$ cat config.mk
export PLATFORM = sky130hd
export DESIGN_NAME = inst_fetcher_flat
export DESIGN_NICKNAME = d
export VERILOG_FILES = /design/src/rtl/inst_fetcher_pkg.sv /design/src/rtl/inst_fetcher_if.sv /design/src/rtl/inst_fetcher_queue.sv /design/src/rtl/inst_fetcher.sv /design/src/flat_wrapper.sv
export SDC_FILE = /design/constraint.sdc
export NUM_CORES = 1
export LEC_CHECK = 0
export BUFFER_PORTS_ARGS = -buffer_cell sky130_fd_sc_hd__buf_4
export CAP_MARGIN = 20
export CORE_UTILIZATION = 40
export CTS_BUF_LIST = sky130_fd_sc_hd__clkbuf_8
export DETAILED_ROUTE_END_ITERATION = 12
export SLEW_MARGIN = 20
export SYNTH_ARGS = -nofsm -noshare
export SYNTH_HDL_FRONTEND = slang
export SYNTH_SLANG_ARGS = --single-unit
$ cat constraint.sdc
create_clock -name clk_in -period 17.4 [get_ports clk_in]
set_input_delay 1.74 -clock clk_in [delete_from_list [all_inputs] [get_ports clk_in]]
set_output_delay 1.74 -clock clk_in [all_outputs]
set_load 0.02 [all_outputs]
$ cat src/rtl/inst_fetcher_pkg.sv
// Shared widths, opcodes and types for the instruction fetch front end.
// Imported by the fetcher, its queue and the bus interface.
package inst_fetcher_pkg;

  localparam int ADDR_WIDTH = 32;
  localparam int INST_WIDTH = 32;

  localparam logic [ADDR_WIDTH-1:0] EMPTY_INST = '0;
  localparam logic [6:0]            OP_LOAD    = 7'b0000011;
  localparam logic [6:0]            OP_STORE   = 7'b0100011;

  typedef enum logic [1:0] {
    ST_IDLE     = 2'd0,
    ST_WAIT_MEM = 2'd1,
    ST_DISCARD  = 2'd2
  } fetch_state_t;

  typedef struct packed {
    logic [INST_WIDTH-1:0] inst;
    logic [ADDR_WIDTH-1:0] pc;
  } queue_entry_t;

  function automatic logic is_load_store(input logic [INST_WIDTH-1:0] inst);
    return (inst[6:0] == OP_LOAD) || (inst[6:0] == OP_STORE);
  endfunction

endpackage

$ cat src/rtl/inst_fetcher_if.sv
// Fetcher-side bus bundle: memory fetch port, ROB redirect and decoder handoff.
// master = fetcher view, slave = surrounding pipeline view.
interface inst_fetcher_if;
  import inst_fetcher_pkg::*;

  logic                  mem_req;
  logic [ADDR_WIDTH-1:0] mem_addr;
  logic                  mem_ack;
  logic [INST_WIDTH-1:0] mem_inst;
  logic                  rob_redirect;
  logic [ADDR_WIDTH-1:0] rob_redirect_pc;
  logic                  dec_ready;
  logic                  inst_valid;
  logic [INST_WIDTH-1:0] inst_to_dec;
  logic [ADDR_WIDTH-1:0] pc_to_dec;
  logic                  if_ls;

  modport master (
    output mem_req, mem_addr, inst_valid, inst_to_dec, pc_to_dec, if_ls,
    input  mem_ack, mem_inst, rob_redirect, rob_redirect_pc, dec_ready
  );

  modport slave (
    input  mem_req, mem_addr, inst_valid, inst_to_dec, pc_to_dec, if_ls,
    output mem_ack, mem_inst, rob_redirect, rob_redirect_pc, dec_ready
  );

endinterface

$ cat src/rtl/inst_fetcher_queue.sv
// In-order circular queue of {inst, pc} with flush; head is read combinationally.
// Callers never push into a full queue, so no overflow guard is needed here.
module inst_fetcher_queue
  import inst_fetcher_pkg::*;
#(
  parameter int DEPTH = 8,
  parameter int PTR_W = 3
) (
  input  logic         clk_in,
  input  logic         rst_in,
  input  logic         i_flush,
  input  logic         i_push,
  input  queue_entry_t i_push_entry,
  input  logic         i_pop,
  output logic         o_valid,
  output queue_entry_t o_head_entry,
  output logic [PTR_W:0] o_count
);

  queue_entry_t   r_mem [DEPTH];
  logic [PTR_W-1:0] r_head;
  logic [PTR_W-1:0] r_tail;
  logic [PTR_W:0]   r_count;
  logic             w_do_pop;

  assign w_do_pop = i_pop && (r_count != '0);

  // Pointers wrap naturally because DEPTH == 2**PTR_W.
  always_ff @(posedge clk_in or negedge rst_in) begin
    if (!rst_in) begin
      r_head  <= '0;
      r_tail  <= '0;
      r_count <= '0;
    end else if (i_flush) begin
      r_head  <= '0;
      r_tail  <= '0;
      r_count <= '0;
    end else begin
      if (i_push)   r_tail <= r_tail + PTR_W'(1);
      if (w_do_pop) r_head <= r_head + PTR_W'(1);
      if (i_push && !w_do_pop)      r_count <= r_count + (PTR_W+1)'(1);
      else if (!i_push && w_do_pop) r_count <= r_count - (PTR_W+1)'(1);
    end
  end

  always_ff @(posedge clk_in) begin
    if (i_push && !i_flush) r_mem[r_tail] <= i_push_entry;
  end

  assign o_valid      = (r_count != '0);
  assign o_head_entry = r_mem[r_head];
  assign o_count      = r_count;

endmodule

$ cat src/rtl/inst_fetcher.sv
// Front-end fetch stage: one outstanding memory fetch at a time, in-order queue
// toward the decoder, and flush/restart on ROB redirect.
module inst_fetcher
  import inst_fetcher_pkg::*;
#(
  parameter int                    QUEUE_DEPTH = 8,
  parameter int                    PTR_WIDTH   = 3,
  parameter logic [ADDR_WIDTH-1:0] RESET_PC    = 32'h0
) (
  input  logic          clk_in,
  input  logic          rst_in,
  inst_fetcher_if.master bus
);

  fetch_state_t          r_state;
  logic [ADDR_WIDTH-1:0] r_pc;
  logic [ADDR_WIDTH-1:0] r_mem_addr;
  logic                  r_mem_req;

  logic                  w_q_valid;
  queue_entry_t          w_head;
  logic [PTR_WIDTH:0]    w_count;
  logic                  w_push;
  logic                  w_pop;
  logic                  w_has_space;
  queue_entry_t          w_push_entry;

  // Enqueue only lands on the ack edge, so in IDLE the count is already final.
  assign w_has_space  = (w_count < (PTR_WIDTH+1)'(QUEUE_DEPTH));
  assign w_push       = (r_state == ST_WAIT_MEM) && bus.mem_ack && !bus.rob_redirect;
  assign w_pop        = w_q_valid && bus.dec_ready;
  assign w_push_entry = '{inst: bus.mem_inst, pc: r_mem_addr};

  inst_fetcher_queue #(
    .DEPTH (QUEUE_DEPTH),
    .PTR_W (PTR_WIDTH)
  ) u_queue (
    .clk_in       (clk_in),
    .rst_in       (rst_in),
    .i_flush      (bus.rob_redirect),
    .i_push       (w_push),
    .i_push_entry (w_push_entry),
    .i_pop        (w_pop),
    .o_valid      (w_q_valid),
    .o_head_entry (w_head),
    .o_count      (w_count)
  );

  always_ff @(posedge clk_in or negedge rst_in) begin
    if (!rst_in) begin
      r_state    <= ST_IDLE;
      r_pc       <= RESET_PC;
      r_mem_addr <= RESET_PC;
      r_mem_req  <= 1'b0;
    end else begin
      case (r_state)
        ST_IDLE: begin
          if (bus.rob_redirect) begin
            r_pc <= bus.rob_redirect_pc;
          end else if (w_has_space) begin
            r_mem_req  <= 1'b1;
            r_mem_addr <= r_pc;
            r_state    <= ST_WAIT_MEM;
          end
        end
        ST_WAIT_MEM: begin
          if (bus.rob_redirect) begin
            r_pc <= bus.rob_redirect_pc;
            if (bus.mem_ack) begin
              r_mem_req <= 1'b0;
              r_state   <= ST_IDLE;
            end else begin
              r_state <= ST_DISCARD;
            end
          end else if (bus.mem_ack) begin
            r_pc      <= r_pc + ADDR_WIDTH'(4);
            r_mem_req <= 1'b0;
            r_state   <= ST_IDLE;
          end
        end
        ST_DISCARD: begin
          // Memory cannot cancel: keep the stale request up until its ack, then drop it.
          if (bus.rob_redirect) r_pc <= bus.rob_redirect_pc;
          if (bus.mem_ack) begin
            r_mem_req <= 1'b0;
            r_state   <= ST_IDLE;
          end
        end
        default: begin
          r_mem_req <= 1'b0;
          r_state   <= ST_IDLE;
        end
      endcase
    end
  end

  assign bus.mem_req     = r_mem_req;
  assign bus.mem_addr    = r_mem_addr;
  assign bus.inst_valid  = w_q_valid;
  assign bus.inst_to_dec = w_q_valid ? w_head.inst : '0;
  assign bus.pc_to_dec   = w_q_valid ? w_head.pc : EMPTY_INST;
  assign bus.if_ls       = w_q_valid && is_load_store(w_head.inst);

endmodule

$ cat src/flat_wrapper.sv
// flat-port wrapper written by rule: the top's interface ports become plain ports
module inst_fetcher_flat import inst_fetcher_pkg::*;
#(
  parameter int                    QUEUE_DEPTH = 8,
  parameter int                    PTR_WIDTH   = 3,
  parameter logic [ADDR_WIDTH-1:0] RESET_PC    = 32'h0
)
  (clk_in, rst_in, bus_mem_req, bus_mem_addr, bus_inst_valid, bus_inst_to_dec, bus_pc_to_dec, bus_if_ls, bus_mem_ack, bus_mem_inst, bus_rob_redirect, bus_rob_redirect_pc, bus_dec_ready);
  inst_fetcher_if bus_i ();
  input  logic clk_in;
  input  logic rst_in;
  output wire logic [$bits(bus_i.mem_req)-1:0] bus_mem_req;
  output wire logic [$bits(bus_i.mem_addr)-1:0] bus_mem_addr;
  output wire logic [$bits(bus_i.inst_valid)-1:0] bus_inst_valid;
  output wire logic [$bits(bus_i.inst_to_dec)-1:0] bus_inst_to_dec;
  output wire logic [$bits(bus_i.pc_to_dec)-1:0] bus_pc_to_dec;
  output wire logic [$bits(bus_i.if_ls)-1:0] bus_if_ls;
  input wire logic [$bits(bus_i.mem_ack)-1:0] bus_mem_ack;
  input wire logic [$bits(bus_i.mem_inst)-1:0] bus_mem_inst;
  input wire logic [$bits(bus_i.rob_redirect)-1:0] bus_rob_redirect;
  input wire logic [$bits(bus_i.rob_redirect_pc)-1:0] bus_rob_redirect_pc;
  input wire logic [$bits(bus_i.dec_ready)-1:0] bus_dec_ready;
  assign bus_mem_req = bus_i.mem_req;
  assign bus_mem_addr = bus_i.mem_addr;
  assign bus_inst_valid = bus_i.inst_valid;
  assign bus_inst_to_dec = bus_i.inst_to_dec;
  assign bus_pc_to_dec = bus_i.pc_to_dec;
  assign bus_if_ls = bus_i.if_ls;
  assign bus_i.mem_ack = bus_mem_ack;
  assign bus_i.mem_inst = bus_mem_inst;
  assign bus_i.rob_redirect = bus_rob_redirect;
  assign bus_i.rob_redirect_pc = bus_rob_redirect_pc;
  assign bus_i.dec_ready = bus_dec_ready;
  inst_fetcher #(.QUEUE_DEPTH(QUEUE_DEPTH), .PTR_WIDTH(PTR_WIDTH), .RESET_PC(RESET_PC)) u_core (.clk_in(clk_in), .rst_in(rst_in), .bus(bus_i));
endmodule
==> impl_metrics.tcl <==
set metrics [dict create \
    run_status "finished clean" \
    synth_top_cell_area_share_pct 65.05 \
    ys_seq_elements 589 \
    final_hold_viol_count 0 \
    layout.nets 1519 \
    drtPass1Iterations 5 \
    post-synth-top-count-cell "edfxtp_1" \
    ys_dominant_reg_cell "edfxtp_1" \
    die_y_um 245.1 \
    postSynthCellCount 1219 \
    timing.max_cap.violations 0 \
    report.power.total_mw 4.233 \
    fraction_of_final_layout_cells_with_drive_strength_greater_than_1_pct 30.87 \
    cells_traversed_along_the_worst_timing_path "buf_4 > buf_4 > mux4_2 > mux2i_1 > nor2_1 > buf_4" \
    area.growth.synth_to_final_pct 16.00 \
    core-area_um2 58030 \
    clock-sinks 589 \
    yosys-top-cells-area "edfxtp_1 (65%), mux4_2 (10%), dfrtp_1 (8.2%)" \
    postRouteWirelength_um 53120 \
    gpl.final_weighted_congestion 0.7927 \
    portbufs 167 \
    postPlaceCellArea_um2 25670 \
    layout.cells.non_filler 2278 \
    start_util_pct 40.73 \
    route.antenna.remaining_nets 0 \
    clock_transition_at_the_registers_of_the_reported_paths_ns 0.06 \
    syn_nets 1298 \
    critPathMaxFanout 47 \
    cts_hold_buffers 0 \
    first_global_vias 12697 \
    total_setup_buffers_inserted_after_cts 0 \
    place_ws_ns 11.59 \
    worstRegToRegCells 6 \
    timing.fmax_ghz 0.1582 \
    areal_power_density_over_the_cells_nw_per_um2 154.4 \
    synthDominantAreaCellType "edfxtp_1" \
    synth_seq_area_share_pct 73.21 \
    setup_repair_after_global_routing_missed_its_margin "no" \
    critical_path.reg2reg.endpoint "u_core.u_queue.r_mem[0][22]$_DFFE_PP_" \
    diodes 0 \
    hpwl_um 30140 \
    cellLeakagePower_nw 9.134 \
    dp.cells 2107 \
    whs_endpoint "u_core.bus.mem_addr[0]$_DFFE_PN0P_" \
    die_w_um 245.1 \
    worst_ep_arrival_time_ns 4.58 \
    worst_slew_pin_slew_ns 1.017 \
    hold_path_startpoint "u_core.r_pc[0]$_DFFE_PN0P_" \
    synth_edf_count 512 \
    hold_path_depth 1 \
    max-slew-margin-rel_pct 32.20 \
    final_design_area_no_fill_um2 27420 \
    largest_net_degree_at_the_start_of_global_routing 58 \
    required_ns 15.66 \
    critPathCaptureType "primary output" \
    dr_total_vias 12259 \
    post_drt_via_cell_ratio 5.381 \
    track_usage_pct 18.01 \
    grt_pass1_wl_um 80320 \
    critical-path-top-delay-family "buffers and inverters" \
    finalClockSkew_ns 0.02462 \
    regToRegSetupSlack_ns 13.93 \
    die_area_um2 60060 \
    utilization_pct 47.25 \
    tns_ns 0 \
    worst_skew_pair.late_latency_ns 0.68 \
    cts_htree_levels 3 \
    total_setup_violations_reported_at_the_end_of_the_flow 0 \
    yosys_warnings 0 \
    number_of_clock_buffers_inserted_by_tritoncts 96 \
    hold_path.class "reg -> reg" \
    post-route-worst-setup-slack_ns 11.08 \
    hold-worst-slack_ns 0.5209 \
    worst_path_largest_cell_delay_ns 1.05 \
    worst_r2r_startpoint "u_core.r_state[1]$_DFFE_PN0P_" \
    buffer_and_inverter_count_on_the_worst_path 3 \
    critPathMostFrequentCell "buf_4" \
    antenna_found_initial 0 \
    cts_resized 0 \
    vdd_drop_max_uv 88.29 \
    max-clock-path-buffers 3 \
    netlist_area_um2 23630 \
    drc_errors 0 \
    critPathKind "reg -> out" \
    synthTopCellsByCount "edfxtp_1 (512), mux4_2 (107), nor2_1 (93)" \
    slowest_stage_cell_crit_path "dfrtp_4" \
    grt_overflow_total 0 \
    finalCriticalPeriod_ns 6.320 \
    drt_iter0_drc 896 \
    cts_root_buf "clkbuf_8" \
    ys_types 62 \
    async_reset_ff_share_pct 13.07 \
    final-max-slew-violation-count 0 \
    rows 88 \
    syn_avg_cell_area_um2 19.39 \
    num_io_pins 168 \
    detail_route.wl_per_cell_um 23.32 \
    cts_tree "built" \
    worstSetupStartpointType "flop" \
    final_min_period_over_clock_period_pct 36.32 \
]
[final cells by class]
| cell class | instances | area, um^2 |
|---|---|---|
| clock inverters | 68 | 327.8 |
| clock buffers | 103 | 1418 |
| multi-input cells | 556 | 5949 |
| well taps | 765 | 957.2 |
| inverters | 11 | 41.29 |
| fillers | 4879 | 30610 |
| flip-flops and latches | 589 | 17310 |
| repair buffers | 186 | 1409 |
[worst max-delay path by stage]
stage	from	depth (start not counted)	to	slack, ns
after global routing	u_core.u_queue.r_head[0]$_DFFE_PN0P_	6	bus_pc_to_dec[24]	10.59
after floorplan	bus_rob_redirect	4	u_core.u_queue.r_mem[0][0]$_DFFE_PP_	9.97
final	u_core.u_queue.r_head[0]$_DFFE_PN0P_	6	bus_pc_to_dec[24]	11.08
after detailed placement	u_core.u_queue.r_head[0]$_DFFE_PN0P_	6	bus_pc_to_dec[24]	11.59
after CTS	u_core.u_queue.r_head[0]$_DFFE_PN0P_	6	bus_pc_to_dec[24]	10.83
after global placement	u_core.u_queue.r_head[0]$_DFFE_PN0P_	6	bus_pc_to_dec[24]	11.59
[kinds of logic (layout without fill, tap and decap cells)]
family,count (synthesis),count (layout),share of synthesized area [%]
xor gates and xnor gates,7,7,0.2594
buffers and inverters,74,368,1.890
muxes,229,229,16.92
adders and majority gates,10,10,0.5612
DFF,589,589,73.21
AOI/OAI and AO/OA,102,102,2.854
and+or+nand+nor,208,208,4.309
[worst register-to-register path: stages, from the launching register on]
cell and delay [ns]:
dfrtp_1 0.41, inv_1 0.12, ha_1 0.33, nand2_1 0.18, or3_1 0.49, nor3_2 0.62
buf_4 0.89
[metal layers]
metal | up-vias | global-route usage [%] | wire, um
li1 | 5418 | - | -
met1 | 6402 | 24.62 | 23190
met2 | 359 | 28.90 | 26000
met3 | 80 | 3.871 | 2979
met4 | 0 | 5.404 | 957
met5 | - | 0 | 0
[placed cells by master (no fill, tap or decap), drive strengths merged, types with 3 or more instances in the layout]
| cell | instances |
|---|---|
| or3 | 3 |
| xnor2 | 3 |
| clkinv | 26 |
| buf | 186 |
| clkbuf | 103 |
| o21ai | 18 |
| mux2 | 34 |
| ha | 9 |
| nand4 | 8 |
| a311oi | 6 |
| a2bb2oi | 7 |
| mux4 | 127 |
| and3 | 7 |
| a22oi | 3 |
| a21oi | 32 |
| mux2i | 68 |
| and4 | 6 |
| nor2 | 93 |
| edfxtp | 512 |
| nand2 | 39 |
| dfrtp | 77 |
| o32ai | 9 |
| nand2b | 5 |
| inv | 49 |
| o22ai | 10 |
| a211oi | 4 |
| nand3 | 22 |
| a21o | 3 |
| nor3 | 14 |
| xor2 | 4 |
[power by group]
group / switching, mW / internal [mW] / total, mW
sequential: 0.240 / 1.73 / 1.97
clock: 0.528 / 0.571 / 1.10
combinational: 0.614 / 0.546 / 1.16
total: 1.38 / 2.85 / 4.23
[registers in the layout (all words and copies together) (netlist names)]
register	flops
u_core.u_queue.r_mem	512
u_core.bus.mem_addr	32
u_core.r_pc	32
u_core.u_queue.o_count	4
u_core.u_queue.r_head	3
u_core.u_queue.r_tail	3
u_core.r_state	2
u_core.bus.mem_req	1
Note: power is estimated with default switching activity, not from simulation.
